**src/rtl/block_painter_pkg.sv**
```systemverilog
// block_painter_pkg: shared FSM states, board limits and coordinate/address types
package block_painter_pkg;
    typedef enum logic [2:0] {IDLE, LATCH, ERASE, DRAW, DONE} state_t;
    localparam int BOARD_COLS = 10;
    localparam int BOARD_ROWS = 20;
    typedef logic [6:0]  cell_t;
    typedef logic [18:0] pix_addr_t;
    function automatic logic on_board(cell_t x, cell_t y);
        return (x < cell_t'(BOARD_COLS)) && (y < cell_t'(BOARD_ROWS));
    endfunction
endpackage

```
**src/rtl/block_painter_cell_addr_gen.sv**
```systemverilog
// cell_addr_gen: maps board cell (cell_x, cell_y) and in-cell pixel (px, py) to a framebuffer address
//   ports: cell_x, cell_y, px, py in; addr out (y*SCREEN_W + x, 19-bit)
module cell_addr_gen
    import block_painter_pkg::*;
#(
    parameter int CELL_PX  = 16,
    parameter int BOARD_X0 = 240,
    parameter int BOARD_Y0 = 80,
    parameter int SCREEN_W = 640
) (
    input  cell_t     cell_x,
    input  cell_t     cell_y,
    input  cell_t     px,
    input  cell_t     py,
    output pix_addr_t addr
);
    pix_addr_t x, y;
    always_comb begin
        x = pix_addr_t'(BOARD_X0) + pix_addr_t'(cell_x) * pix_addr_t'(CELL_PX) + pix_addr_t'(px);
        y = pix_addr_t'(BOARD_Y0) + pix_addr_t'(cell_y) * pix_addr_t'(CELL_PX) + pix_addr_t'(py);
        addr = y * pix_addr_t'(SCREEN_W) + x;
    end
endmodule

```
**src/rtl/block_painter.sv**
```systemverilog
// block_painter: repaints the falling piece into VRAM on each frame tick (erase old cells, draw new ones)
//   ports: Clk, Reset (sync, active-low), frame_clk tick, block*Pos/Prev cell coords [0..3], blockColor;
//          vram_addr/vram_wdata/vram_we with vram_ack handshake; busy, paint_done pulse
module block_painter
    import block_painter_pkg::*;
#(
    parameter int          CELL_PX  = 16,
    parameter int          BOARD_X0 = 240,
    parameter int          BOARD_Y0 = 80,
    parameter int          SCREEN_W = 640,
    parameter logic [15:0] BG_COLOR = 16'h0000
) (
    input  logic        Clk,
    input  logic        Reset,
    input  logic        frame_clk,
    input  cell_t       blockXPos  [16],
    input  cell_t       blockYPos  [16],
    input  cell_t       blockXPrev [16],
    input  cell_t       blockYPrev [16],
    input  logic [15:0] blockColor,
    output pix_addr_t   vram_addr,
    output logic [15:0] vram_wdata,
    output logic        vram_we,
    input  logic        vram_ack,
    output logic        busy,
    output logic        paint_done
);
    localparam cell_t LAST = cell_t'(CELL_PX - 1);
    state_t      state, state_n;
    logic [2:0]  sync;
    logic        pending, edge_s, go, move, still, step, cell_end;
    cell_t       cx [4], cy [4], qx [4], qy [4];
    cell_t       dx0, dy0, sx, sy, px, py;
    logic [15:0] color;
    logic [3:0]  rem, rem_n, emask, vmask;
    logic [1:0]  idx;
    pix_addr_t   gen_addr;

    cell_addr_gen #(.CELL_PX(CELL_PX), .BOARD_X0(BOARD_X0), .BOARD_Y0(BOARD_Y0), .SCREEN_W(SCREEN_W)) u_gen (
        .cell_x(sx), .cell_y(sy), .px(px), .py(py), .addr(gen_addr)
    );

    // emask: prev cells still to erase (on board, not overlapped by a current cell); vmask: current cells to draw
    always_comb begin
        edge_s = sync[1] & ~sync[2];
        go = edge_s | pending;
        dx0 = cx[0] - qx[0];
        dy0 = cy[0] - qy[0];
        move = (dx0 inside {7'd0, 7'd1, 7'h7f}) && (dy0 <= 7'd1);
        for (int i = 0; i < 4; i++) begin
            vmask[i] = on_board(cx[i], cy[i]);
            emask[i] = on_board(qx[i], qy[i]);
            for (int j = 0; j < 4; j++)
                if (qx[i] == cx[j] && qy[i] == cy[j]) emask[i] = 1'b0;
            if (cell_t'(cx[i] - qx[i]) != dx0 || cell_t'(cy[i] - qy[i]) != dy0) move = 1'b0;
        end
        still = move && dx0 == '0 && dy0 == '0;
        // the current cell is always the lowest remaining bit, so skipped cells cost no cycles
        idx = rem[0] ? 2'd0 : rem[1] ? 2'd1 : rem[2] ? 2'd2 : 2'd3;
        rem_n = rem & ~(4'b1 << idx);
        sx = state == ERASE ? qx[idx] : cx[idx];
        sy = state == ERASE ? qy[idx] : cy[idx];
        vram_we = state == ERASE || state == DRAW;
        vram_addr = vram_we ? gen_addr : '0;
        vram_wdata = state == ERASE ? BG_COLOR : state == DRAW ? color : '0;
        busy = state != IDLE;
        paint_done = state == DONE;
        step = vram_we && vram_ack;
        cell_end = px == LAST && py == LAST;
        state_n = state;
        case (state)
            IDLE:    state_n = go ? LATCH : IDLE;
            LATCH:   state_n = still ? DONE : (move && emask != '0) ? ERASE : vmask != '0 ? DRAW : DONE;
            ERASE:   if (step && cell_end && rem_n == '0) state_n = vmask != '0 ? DRAW : DONE;
            DRAW:    if (step && cell_end && rem_n == '0) state_n = DONE;
            default: state_n = IDLE;
        endcase
    end

    always_ff @(posedge Clk) begin
        if (!Reset) begin
            state <= IDLE;
            sync <= '0;
            pending <= 1'b0;
            rem <= '0;
            px <= '0;
            py <= '0;
            color <= '0;
            for (int i = 0; i < 4; i++) begin
                cx[i] <= '0;
                cy[i] <= '0;
                qx[i] <= '0;
                qy[i] <= '0;
            end
        end else begin
            state <= state_n;
            sync <= {sync[1:0], frame_clk};
            if (state == IDLE && go) begin
                pending <= 1'b0;
                color <= blockColor;
                for (int i = 0; i < 4; i++) begin
                    cx[i] <= blockXPos[i];
                    cy[i] <= blockYPos[i];
                    qx[i] <= blockXPrev[i];
                    qy[i] <= blockYPrev[i];
                end
            end else if (edge_s && state != IDLE) begin
                pending <= 1'b1;
            end
            if (state == LATCH) begin
                rem <= state_n == ERASE ? emask : vmask;
            end else if (step) begin
                px <= px == LAST ? '0 : px + 7'd1;
                if (px == LAST) py <= py == LAST ? '0 : py + 7'd1;
                if (cell_end) rem <= (rem_n == '0 && state == ERASE) ? vmask : rem_n;
            end
        end
    end
endmodule

```
**config.mk**
```make
export PLATFORM = sky130hd
export DESIGN_NAME = block_painter
export DESIGN_NICKNAME = d
export VERILOG_FILES = /design/src/rtl/block_painter_pkg.sv /design/src/rtl/block_painter_cell_addr_gen.sv /design/src/rtl/block_painter.sv
export SDC_FILE = /design/constraint.sdc
export NUM_CORES = 1
export LEC_CHECK = 0
export BUFFER_PORTS_ARGS = -buffer_cell sky130_fd_sc_hd__buf_2
export CAP_MARGIN = 30
export CORE_AREA = 2 2 198 200
export DETAILED_ROUTE_END_ITERATION = 16
export DIE_AREA = 0 0 200 202
export PLACE_DENSITY_LB_ADDON = 0.3
export SKIP_LAST_GASP = 1
export SLEW_MARGIN = 20
export SYNTH_ARGS = -nofsm -noshare
export SYNTH_HDL_FRONTEND = slang
export SYNTH_SLANG_ARGS = --single-unit
```
**constraint.sdc**
```tcl
create_clock -name Clk -period 6.1 [get_ports Clk]
set_input_delay 0 -clock Clk [delete_from_list [all_inputs] [get_ports Clk]]
set_output_delay 0 -clock Clk [all_outputs]
set_load 0.01 [all_outputs]
```
==> flow_metrics.env, run 1 <==
export IMPL_areaGrowthSynthToFinish_pct=24.7
export IMPL_final_hpwl_from_detailed_placement_mm=39.0
export IMPL_avgViaCountPerCell=5.50
export IMPL_fp_dieW_um=200
export IMPL_power_density_cell_area_mw_per_mm2=207
export IMPL_portBuffers=169
export IMPL_grt_use_total=0.262
export IMPL_timing_final_max_slew_violations=0
export IMPL_cts_htree_levels=4
export IMPL_finalSetupTns_ns=0
export IMPL_diodes=0
export IMPL_min_period_over_period=0.945
export IMPL_post_place_cells=2128
export IMPL_post_synth_inst_count=1512
export IMPL_holdWs_ns=0.319
export IMPL_clkSlewWorstSetupHoldPaths_ns=0.06
export IMPL_boundaryPins=506
export IMPL_maxClockFrequency_mhz=173
export IMPL_fp_coreArea_sq_mm=0.0383
export IMPL_initial_antenna_violation_count=1
export IMPL_synth_simple_gate_area_frac=0.223
export IMPL_first_global_vias=12399
export IMPL_yosys_area_share_adder=0.0902
export IMPL_cts_inserted_buffers=17
export IMPL_vias=12632
export IMPL_headroom_to_the_max_slew_limit=0.372
export IMPL_crit_path_cell_trace="or3b_4, mux4_2, o21ai_0, a21oi_1, ha_1, inv_1, fa_1, nor2b_1, o21ai_0, xnor2_1, ha_1, ha_2, and3_1, a2111oi_4, xnor2_1, nor2_1, nand3_2, xnor2_2, a21o_1, a21oi_2, buf_2"
export IMPL_setup_worst_path_end_class="primary output"
export IMPL_fp_dieH_um=202
export IMPL_synth_xor_area_share=0.156
export IMPL_synth_cell_type_count=86
export IMPL_report_final_hold_viol_count=0
export IMPL_grt_first_pass_wirelength_mm=77.5
export IMPL_routed_wire_length_per_instance_um=22.9
export IMPL_dominantRegCellSynth="sky130_fd_sc_hd__edfxtp_1"
export IMPL_worst_setup_path_start_kind="flop"
export IMPL_placed_cell_area_sq_mm=0.0149
export IMPL_synth_area_sq_mm=0.0135
export IMPL_number_of_sinks_driven_by_the_clock_tree=153
export IMPL_synth_compound_gate_area_share=0.125
export IMPL_worst_skew_pair_late_latency_ns=0.43
export IMPL_critPathRequiredTime_ns=6.10
export IMPL_syn_area_cell_sq_um=8.96
export IMPL_biggest_cell_delay_along_the_critical_path_ns=0.46
export IMPL_leakage_nw=7.31
export IMPL_cp_max_fo=9
export IMPL_dominant_combinational_cell_family_by_area_after_synthesis="simple AND/OR/NAND/NOR gates"
export IMPL_clockRootBuffer="sky130_fd_sc_hd__clkbuf_16"
export IMPL_pin_count_of_the_biggest_net_entering_global_routing=129
export IMPL_critical_path_buf_inv_count=2
export IMPL_number_of_optimization_iterations_in_the_first_detailed_route_pass=5
export IMPL_fraction_of_layout_instances_using_a_drive_strength_above_1=0.164
export IMPL_yosysTopAreaCell="sky130_fd_sc_hd__edfxtp_1"
export IMPL_number_of_synthesized_flops_with_an_enable_pin=112
export IMPL_die_area_sq_mm=0.0404
export IMPL_finalSetupViolations=0
export IMPL_maxCapViolations=0
export IMPL_yosysSeqAreaShare=0.309
export IMPL_multiplexer_share_of_the_synthesized_area=0.0395
export IMPL_globalplace_congestion=1.04
export IMPL_synth_top_area_share=0.248
export IMPL_drt_iter0_drc=1161
export IMPL_netlist_top_cells_area="sky130_fd_sc_hd__edfxtp_1 (25%), sky130_fd_sc_hd__xor2_1 (13%), sky130_fd_sc_hd__ha_1 (7.4%)"
export IMPL_finalWirelength_mm=52.6
export IMPL_ys_warns=0
export IMPL_critPathTopFamily="adder cells"
export IMPL_fin_worst_skew_ns=0.00899
export IMPL_outcome="completed"
export IMPL_finalNonFillerCells=2297
export IMPL_ys_seq_elements=153
export IMPL_postLayoutCellArea_sq_mm=0.0169
export IMPL_globalRouteOverflowTotal=0
export IMPL_rows=72
export IMPL_worst_endpoint_arrival_ns=5.76
export IMPL_timing_hold_worst_class="input pin to flop"
export IMPL_max_slew_worst_pin_slew_ns=0.930
export IMPL_rsz0062_at_grt="no"
export IMPL_post_detailed_route_count_of_antenna_violating_nets=0
export IMPL_synth_net_count=2071
export IMPL_ir_worst_vdd_mv=0.139
export IMPL_worstSetupPathType="flop to primary output"
export IMPL_final_min_clock_period_ns=5.76
export IMPL_number_of_nets_in_the_final_layout=2325
export IMPL_start_util=0.354
export IMPL_standard_cell_with_the_maximum_stage_delay_on_the_critical_path="sky130_fd_sc_hd__or3b_4"
export IMPL_clock_path_buffers=2
export IMPL_drc=0
export IMPL_tritoncts="built"
export IMPL_async_reset_ff_frac=0
area by class of cell:
type	instances	area, sq um
Sequential cell	153	4190
Timing Repair Buffer	342	2500
Fill cell	3666	21400
Inverter	96	363
Clock inverter	11	80.1
Tap cell	518	648
Multi-Input combinational cell	1156	8630
Clock buffer	21	482
sequential cells by signal, indices dropped and copies added, names as in the netlist:
| name | cells |
|---|---|
| color | 16 |
| cx | 28 |
| cy | 28 |
| pending | 1 |
| px | 7 |
| py | 7 |
| qx | 28 |
| qy | 28 |
| rem | 4 |
| state | 3 |
| sync | 3 |
power breakdown:
part	internal [mW]	total (mW)	switching, mW
Combinational	0.510	1.13	0.620
Clock	0.572	1.02	0.453
Sequential	1.18	1.34	0.168
kinds of logic (layout without fill, tap and decap cells):
group           count (synthesis)  count (layout)
xor+xnor                      237             237
mux                            40              40
compound gates                250             250
simple gates                  538             538
fa+ha+maj                      91              91
buf+inv                       203             470
flops                         153             153
worst paths after layout:
| check | startpoint | to | slack (ns) | cells after the start |
|---|---|---|---|---|
| max | state[0] | vram_addr[18] | 0.34 | 21 |
| min | blockColor[12] | color[12] | 0.32 | 3 |
| min reg2reg | sync[0] | sync[1] | 0.44 | 1 |
| max reg2reg | qx[0][1] | rem[0] | 1.86 | 11 |
stage by stage:
step	utilization	setup WS, ns	power, mW
final	0.441	0.336	3.50
after CTS	0.439	0.00685	3.47
after detailed placement	0.389	0.191	2.37
after floorplan	-	0.775	2.02
after global placement	0.389	0.175	2.36
after global routing	0.441	0.0298	3.66
synth_stat cells (7+ instances only):
| cell | n |
|---|---|
| sky130_fd_sc_hd__a211oi_1 | 17 |
| sky130_fd_sc_hd__a21o_1 | 13 |
| sky130_fd_sc_hd__a21oi_1 | 52 |
| sky130_fd_sc_hd__a22o_1 | 17 |
| sky130_fd_sc_hd__a31oi_1 | 8 |
| sky130_fd_sc_hd__and2_1 | 135 |
| sky130_fd_sc_hd__and3_1 | 23 |
| sky130_fd_sc_hd__buf_2 | 16 |
| sky130_fd_sc_hd__clkbuf_1 | 88 |
| sky130_fd_sc_hd__dfxtp_1 | 41 |
| sky130_fd_sc_hd__edfxtp_1 | 112 |
| sky130_fd_sc_hd__fa_1 | 11 |
| sky130_fd_sc_hd__ha_1 | 80 |
| sky130_fd_sc_hd__inv_1 | 93 |
| sky130_fd_sc_hd__mux2i_1 | 22 |
| sky130_fd_sc_hd__mux4_2 | 10 |
| sky130_fd_sc_hd__nand2_1 | 68 |
| sky130_fd_sc_hd__nand2b_1 | 23 |
| sky130_fd_sc_hd__nand3_1 | 20 |
| sky130_fd_sc_hd__nand4_1 | 43 |
| sky130_fd_sc_hd__nor2_1 | 93 |
| sky130_fd_sc_hd__nor2b_1 | 12 |
| sky130_fd_sc_hd__nor3_1 | 28 |
| sky130_fd_sc_hd__nor4_1 | 51 |
| sky130_fd_sc_hd__o211ai_1 | 12 |
| sky130_fd_sc_hd__o21a_1 | 7 |
| sky130_fd_sc_hd__o21ai_0 | 67 |
| sky130_fd_sc_hd__xnor2_1 | 37 |
| sky130_fd_sc_hd__xor2_1 | 197 |
worst register-to-register path: stages (launching register included):
cell and delay [ns]:
sky130_fd_sc_hd__edfxtp_1 0.85, sky130_fd_sc_hd__inv_1 0.20, sky130_fd_sc_hd__fa_1 0.52, sky130_fd_sc_hd__a211oi_2 0.27, sky130_fd_sc_hd__o21a_1 0.18, sky130_fd_sc_hd__nor2_1 0.06
sky130_fd_sc_hd__or4_1 0.54, sky130_fd_sc_hd__a222oi_1 0.41, sky130_fd_sc_hd__nand2_2 0.20, sky130_fd_sc_hd__nor4_4 0.33, sky130_fd_sc_hd__mux2_1 0.39, sky130_fd_sc_hd__o31ai_1 0.20
timing repair:
action                                  CTS  global route
gates resized for setup                   4            11
endpoints found under the setup margin    1             1
hold buffers                            132             0
setup buffers                             3             1
pin swaps                                 0             4
hold endpoints to repair                139             0
cells in the final DEF, fill, tap and decap left out, types with 39 or more instances in the layout:
| cell | count |
|---|---|
| sky130_fd_sc_hd__o21ai_0 | 67 |
| sky130_fd_sc_hd__buf_4 | 39 |
| sky130_fd_sc_hd__inv_1 | 92 |
| sky130_fd_sc_hd__xor2_1 | 197 |
| sky130_fd_sc_hd__nor2_1 | 92 |
| sky130_fd_sc_hd__edfxtp_1 | 112 |
| sky130_fd_sc_hd__a21oi_1 | 50 |
| sky130_fd_sc_hd__nand2_1 | 68 |
| sky130_fd_sc_hd__ha_1 | 79 |
| sky130_fd_sc_hd__nand4_1 | 43 |
| sky130_fd_sc_hd__dlygate4sd3_1 | 132 |
| sky130_fd_sc_hd__nor4_1 | 51 |
| sky130_fd_sc_hd__buf_2 | 169 |
| sky130_fd_sc_hd__and2_1 | 135 |
routing by layer:
layer / track usage / up-vias / wire [um]
li1: - / 5850 / -
met1: 0.341 / 5988 / 21800
met2: 0.400 / 621 / 22800
met3: 0.0477 / 173 / 4300
met4: 0.160 / 0 / 3620
met5: 0 / - / 0
Power figures use the tool's default switching activity.
==> inputs of run 2 (changes only) <==
--- a/config.mk
+++ b/config.mk
@@ -5,7 +5,7 @@
 export SDC_FILE = /design/constraint.sdc
 export NUM_CORES = 1
 export LEC_CHECK = 0
-export BUFFER_PORTS_ARGS = -buffer_cell sky130_fd_sc_hd__buf_2
+export BUFFER_PORTS_ARGS = -buffer_cell sky130_fd_sc_hd__buf_4
 export CAP_MARGIN = 30
 export CORE_AREA = 2 2 198 200
 export DETAILED_ROUTE_END_ITERATION = 16
==> flow_metrics.env, run 2 (same netlist as run 1, synthesis figures left out) <==
export IMPL_finalWirelength_mm=51.1
export IMPL_internal_power_of_the_cells_mw=2.40
export IMPL_clockRootBuffer="sky130_fd_sc_hd__clkbuf_16"
export IMPL_max_slew_worst_pin_slew_ns=0.801
export IMPL_crit_path_cell_trace="or3b_4, mux4_2, o21ai_0, a21oi_1, ha_1, inv_1, fa_1, nor2b_1, o21ai_0, xnor2_1, ha_1, ha_4, nand3_1, a21oi_1, a2111oi_2, buf_4, o21bai_1, a21oi_1, xnor3_1, xnor2_2, a21o_1, a21oi_2, buf_4"
export IMPL_tritoncts="built"
export IMPL_layout_commonest_cell="sky130_fd_sc_hd__buf_4"
export IMPL_commonest_cells_after_routing_fill_and_taps_aside="sky130_fd_sc_hd__buf_4 (200), sky130_fd_sc_hd__xor2_1 (197), sky130_fd_sc_hd__and2_1 (135), sky130_fd_sc_hd__dlygate4sd3_1 (132), sky130_fd_sc_hd__edfxtp_1 (112)"
export IMPL_postLayoutCellArea_sq_mm=0.0173
export IMPL_postLayoutCoreUtil=0.453
export IMPL_grt_use_total=0.255
export IMPL_placed_cell_area_sq_mm=0.0153
export IMPL_min_period_over_period=0.936
export IMPL_timing_final_max_slew_violations=0
export IMPL_fraction_of_layout_instances_using_a_drive_strength_above_1=0.161
export IMPL_timing_hold_worst_class="input pin to flop"
export IMPL_die_area_sq_mm=0.0404
export IMPL_portBuffers=169
export IMPL_drt_iter0_drc=1058
export IMPL_biggest_cell_delay_along_the_critical_path_ns=0.45
export IMPL_boundaryPins=506
export IMPL_diodes=0
export IMPL_fill_cells=3611
export IMPL_maxClockFrequency_mhz=175
export IMPL_share_seq_of_total_power=0.372
export IMPL_final_hpwl_from_detailed_placement_mm=38.1
export IMPL_critPathRequiredTime_ns=6.10
export IMPL_worst_skew_pair_late_latency_ns=0.44
export IMPL_routed_wire_length_per_instance_um=22.3
export IMPL_worst_slack_ns=0.393
export IMPL_switching_power_mw=1.22
export IMPL_rows=72
export IMPL_comb_power_share=0.320
export IMPL_areaGrowthSynthToFinish_pct=28.1
export IMPL_number_of_sinks_driven_by_the_clock_tree=153
export IMPL_clock_path_buffers=2
export IMPL_cts_inserted_buffers=17
export IMPL_worst_endpoint_arrival_ns=5.71
export IMPL_first_global_vias=12120
export IMPL_pin_count_of_the_biggest_net_entering_global_routing=129
export IMPL_final_min_clock_period_ns=5.71
export IMPL_standard_cell_with_the_maximum_stage_delay_on_the_critical_path="sky130_fd_sc_hd__or3b_4"
export IMPL_worstSetupPathType="flop to primary output"
export IMPL_fp_dieH_um=202
export IMPL_rsz0062_at_grt="no"
export IMPL_report_final_hold_viol_count=0
export IMPL_maxCapViolations=0
export IMPL_place_ws_ns=0.354
export IMPL_finalSetupViolations=0
export IMPL_outcome="completed"
export IMPL_multi_input_area_sq_mm=0.00863
export IMPL_critical_path_buf_inv_count=3
export IMPL_finalSetupTns_ns=0
export IMPL_fp_dieW_um=200
export IMPL_headroom_to_the_max_slew_limit=0.461
export IMPL_swShare=0.336
export IMPL_power_density_cell_area_mw_per_mm2=209
export IMPL_setup_worst_path_end_class="primary output"
export IMPL_post_place_cells=2120
export IMPL_finalNonFillerCells=2290
export IMPL_critPathTopFamily="compound AO/OA/AOI/OAI gates"
export IMPL_power_mw=3.62
export IMPL_vias=12562
export IMPL_globalplace_congestion=1.03
export IMPL_start_util=0.354
export IMPL_worst_setup_path_start_kind="flop"
export IMPL_worst_r2r_setup_slack_ns=1.93
export IMPL_grt_first_pass_wirelength_mm=75.5
export IMPL_avgViaCountPerCell=5.49
export IMPL_ff_latch_area_sq_mm=0.00419
export IMPL_cp_max_fo=8
export IMPL_share_clk_of_total_power=0.308
export IMPL_globalRouteOverflowTotal=0
export IMPL_post_detailed_route_count_of_antenna_violating_nets=0
export IMPL_leakage_nw=7.41
export IMPL_ir_worst_vdd_mv=0.191
export IMPL_fin_worst_skew_ns=0.0137
export IMPL_critical_path_most_common_cell="sky130_fd_sc_hd__a21oi_1"
export IMPL_drc=0
export IMPL_clkSlewWorstSetupHoldPaths_ns=0.07
export IMPL_holdWs_ns=0.323
export IMPL_number_of_optimization_iterations_in_the_first_detailed_route_pass=7
export IMPL_cts_htree_levels=4
export IMPL_number_of_nets_in_the_final_layout=2318
export IMPL_initial_antenna_violation_count=2
export IMPL_fp_coreArea_sq_mm=0.0383
==> run 2: cell types whose count changed in the layout (fill, tap and decap cells not counted), moves of 2 or more <==
cell                         delta
sky130_fd_sc_hd__clkbuf_8       -2
sky130_fd_sc_hd__buf_4        +161
sky130_fd_sc_hd__bufinv_16      +4
sky130_fd_sc_hd__inv_4          -3
sky130_fd_sc_hd__buf_2        -169
sky130_fd_sc_hd__clkinv_4       +2
sky130_fd_sc_hd__inv_6          -2
sky130_fd_sc_hd__clkinvlp_4     +2
==> run 2: layout make-up <==
type,count,area share
clock buffer,18,0.0247
multi-input combinational,1156,0.498
sequential,153,0.242
tap,518,0.0374
inverter,96,0.0209
clock inverter,14,0.0113
timing repair buffer,335,0.167
==> run 2: metal layers <==
layer	GRT usage	share of wire
met1	0.328	0.42
met2	0.408	0.46
met3	0.0587	0.078
met4	0.110	0.045
met5	0	0.0016
==> run 2: worst reg2reg max path, cell delays in order, from the launching register on <==
cell                       delay [ns]
sky130_fd_sc_hd__edfxtp_1        0.70
sky130_fd_sc_hd__ha_1            0.30
sky130_fd_sc_hd__inv_1           0.07
sky130_fd_sc_hd__fa_1            0.42
sky130_fd_sc_hd__a211oi_2        0.26
sky130_fd_sc_hd__o21a_1          0.18
sky130_fd_sc_hd__nor2_1          0.07
sky130_fd_sc_hd__or4_1           0.53
sky130_fd_sc_hd__a222oi_1        0.40
sky130_fd_sc_hd__nand2_2         0.21
sky130_fd_sc_hd__nor4_4          0.34
sky130_fd_sc_hd__mux2_1          0.39
sky130_fd_sc_hd__o31ai_1         0.22
==> run 2: repair_timing <==
item / CTS / global route
hold endpoints to repair: 153 / 0
setup endpoints to repair: 1 / 1
hold buffers: 132 / 0
buffers inserted: 2 / 1
pin swaps: 0 / 3
gates resized for setup: 2 / 11
==> run 2: worst paths after layout <==
check,end,cells past startpoint,from
setup / recovery,vram_addr[18],23,state[1]
hold / removal,color[9],3,blockColor[9]
setup reg to reg,rem[0],12,qx[0][0]
hold reg to reg,sync[1],1,sync[0]
==> run 2: power by group through the flow <==
stage | combinational (mW) | clock [mW] | sequential, mW
6_report | 1.16 | 1.12 | 1.35
5_1_grt | 1.28 | 1.18 | 1.34
4_1_cts | 1.12 | 1.14 | 1.33
3_5_place_dp | 1.04 | 0 | 1.36
3_3_place_gp | 1.02 | 0 | 1.36
2_1_floorplan | 0.786 | 0 | 1.24
==> inputs of run 3 (changes only) <==
--- a/config.mk
+++ b/config.mk
@@ -10,7 +10,7 @@
 export CORE_AREA = 2 2 198 200
 export DETAILED_ROUTE_END_ITERATION = 16
 export DIE_AREA = 0 0 200 202
-export PLACE_DENSITY_LB_ADDON = 0.3
+export PLACE_DENSITY = 0.61
 export SKIP_LAST_GASP = 1
 export SLEW_MARGIN = 20
 export SYNTH_ARGS = -nofsm -noshare
==> flow_metrics.env, run 3 (same netlist as run 1, synthesis figures left out) <==
export IMPL_multi_input_area_sq_mm=0.00862
export IMPL_fp_dieH_um=202
export IMPL_initial_antenna_violation_count=0
export IMPL_ir_worst_vdd_mv=0.172
export IMPL_finalSetupTns_ns=0
export IMPL_layout_commonest_cell="sky130_fd_sc_hd__buf_4"
export IMPL_worst_setup_path_start_kind="flop"
export IMPL_fp_coreArea_sq_mm=0.0383
export IMPL_max_slew_worst_pin_slew_ns=0.798
export IMPL_worst_endpoint_arrival_ns=5.78
export IMPL_holdWs_ns=0.321
export IMPL_postLayoutCellArea_sq_mm=0.0173
export IMPL_avgViaCountPerCell=5.49
export IMPL_number_of_optimization_iterations_in_the_first_detailed_route_pass=5
export IMPL_fill_cells=3601
export IMPL_drt_iter0_drc=1054
export IMPL_post_detailed_route_count_of_antenna_violating_nets=0
export IMPL_tritoncts="built"
export IMPL_ff_latch_area_sq_mm=0.00419
export IMPL_portBuffers=169
export IMPL_finalSetupViolations=0
export IMPL_fraction_of_layout_instances_using_a_drive_strength_above_1=0.162
export IMPL_clkSlewWorstSetupHoldPaths_ns=0.07
export IMPL_diodes=0
export IMPL_number_of_nets_in_the_final_layout=2321
export IMPL_globalplace_congestion=1.06
export IMPL_boundaryPins=506
export IMPL_die_area_sq_mm=0.0404
export IMPL_final_hpwl_from_detailed_placement_mm=39.2
export IMPL_routed_wire_length_per_instance_um=22.9
export IMPL_areaGrowthSynthToFinish_pct=27.8
export IMPL_critPathRequiredTime_ns=6.10
export IMPL_worst_skew_pair_late_latency_ns=0.44
export IMPL_headroom_to_the_max_slew_limit=0.463
export IMPL_timing_final_max_slew_violations=0
export IMPL_setup_worst_path_end_class="primary output"
export IMPL_leakage_nw=7.41
export IMPL_finalWirelength_mm=52.6
export IMPL_clockRootBuffer="sky130_fd_sc_hd__clkbuf_16"
export IMPL_fp_dieW_um=200
export IMPL_grt_use_total=0.262
export IMPL_biggest_cell_delay_along_the_critical_path_ns=0.56
export IMPL_placed_cell_area_sq_mm=0.0153
export IMPL_timing_hold_worst_class="input pin to flop"
export IMPL_clock_path_buffers=2
export IMPL_worst_r2r_setup_slack_ns=1.85
export IMPL_crit_path_cell_trace="nor3b_4, buf_6, mux4_2, a2bb2oi_1, a211o_1, o21a_1, nor2_1, o21ai_0, xnor2_1, ha_1, ha_2, and3_1, a2111oi_4, o21bai_1, a21oi_1, xnor3_1, xnor2_2, a21o_1, a21oi_2, buf_4"
export IMPL_min_period_over_period=0.947
export IMPL_vias=12600
export IMPL_cts_inserted_buffers=17
export IMPL_outcome="completed"
export IMPL_cts_htree_levels=4
export IMPL_maxCapViolations=0
export IMPL_maxClockFrequency_mhz=173
export IMPL_power_density_cell_area_mw_per_mm2=209
export IMPL_start_util=0.354
export IMPL_standard_cell_with_the_maximum_stage_delay_on_the_critical_path="sky130_fd_sc_hd__mux4_2"
export IMPL_worstSetupPathType="flop to primary output"
export IMPL_fin_worst_skew_ns=0.0166
export IMPL_first_global_vias=12410
export IMPL_commonest_cells_after_routing_fill_and_taps_aside="sky130_fd_sc_hd__buf_4 (205), sky130_fd_sc_hd__xor2_1 (197), sky130_fd_sc_hd__and2_1 (135), sky130_fd_sc_hd__dlygate4sd3_1 (132), sky130_fd_sc_hd__edfxtp_1 (112)"
export IMPL_final_min_clock_period_ns=5.78
export IMPL_grt_first_pass_wirelength_mm=77.4
export IMPL_pin_count_of_the_biggest_net_entering_global_routing=113
export IMPL_globalRouteOverflowTotal=0
export IMPL_drc=0
export IMPL_number_of_sinks_driven_by_the_clock_tree=153
export IMPL_report_final_hold_viol_count=0
export IMPL_cp_max_fo=14
export IMPL_rows=72
export IMPL_postLayoutCoreUtil=0.452
==> run 3: critical path, delay by kind of cell (launching register included) <==
family	cells	cell delay, ns
mux	1	0.56
buf+inv	2	0.40
flops	1	0.40
compound gates	9	1.89
xor+xnor	3	0.70
simple gates	3	0.75
fa+ha+maj	2	0.62
==> run 3: report_power, final <==
part	switching [mW]	internal [mW]	leakage [nW]	total, mW
logic	0.621	0.533	5.60	1.15
clock network	0.468	0.653	0.294	1.12
registers	0.171	1.18	1.51	1.35
==> run 3: stage by stage <==
stage,total power [mW],setup WS [ns],std cells
final,3.62,0.323,2293
after global routing,3.79,-0.0115,2293
after CTS,3.60,0.0361,2292
after detailed placement,2.40,0.285,2128
after global placement,2.39,0.321,2128
after floorplan,2.02,0.775,1512
==> run 3: what timing repair did <==
action	4_1_cts	5_1_grt
setup buffers	0	1
endpoints found under the hold margin	150	0
gates resized for setup	4	9
hold buffers	132	0
pin swaps	0	4
setup endpoints to repair	1	1
==> run 3: area by class of cell <==
type                       instances  area share
multi-input combinational       1156       0.498
sequential                       153       0.242
clock inverter                    15      0.0109
inverter                          96      0.0210
timing repair buffer             338       0.166
tap                              518      0.0374
clock buffer                      17      0.0246
==> run 3: worst paths after layout <==
path | from | to | cells past startpoint
hold / removal | blockColor[7] | color[7] | 3
setup reg to reg | qx[0][1] | rem[0] | 11
hold reg to reg | sync[0] | sync[1] | 1
setup / recovery | state[1] | vram_addr[18] | 20
==> run 3: per-layer routing <==
| layer | track usage | up-vias | wire length [um] |
|---|---|---|---|
| li1 | - | 5831 | - |
| met1 | 0.340 | 5981 | 21700 |
| met2 | 0.401 | 628 | 22900 |
| met3 | 0.0559 | 160 | 4680 |
| met4 | 0.149 | 0 | 3320 |
| met5 | 0 | - | 0 |
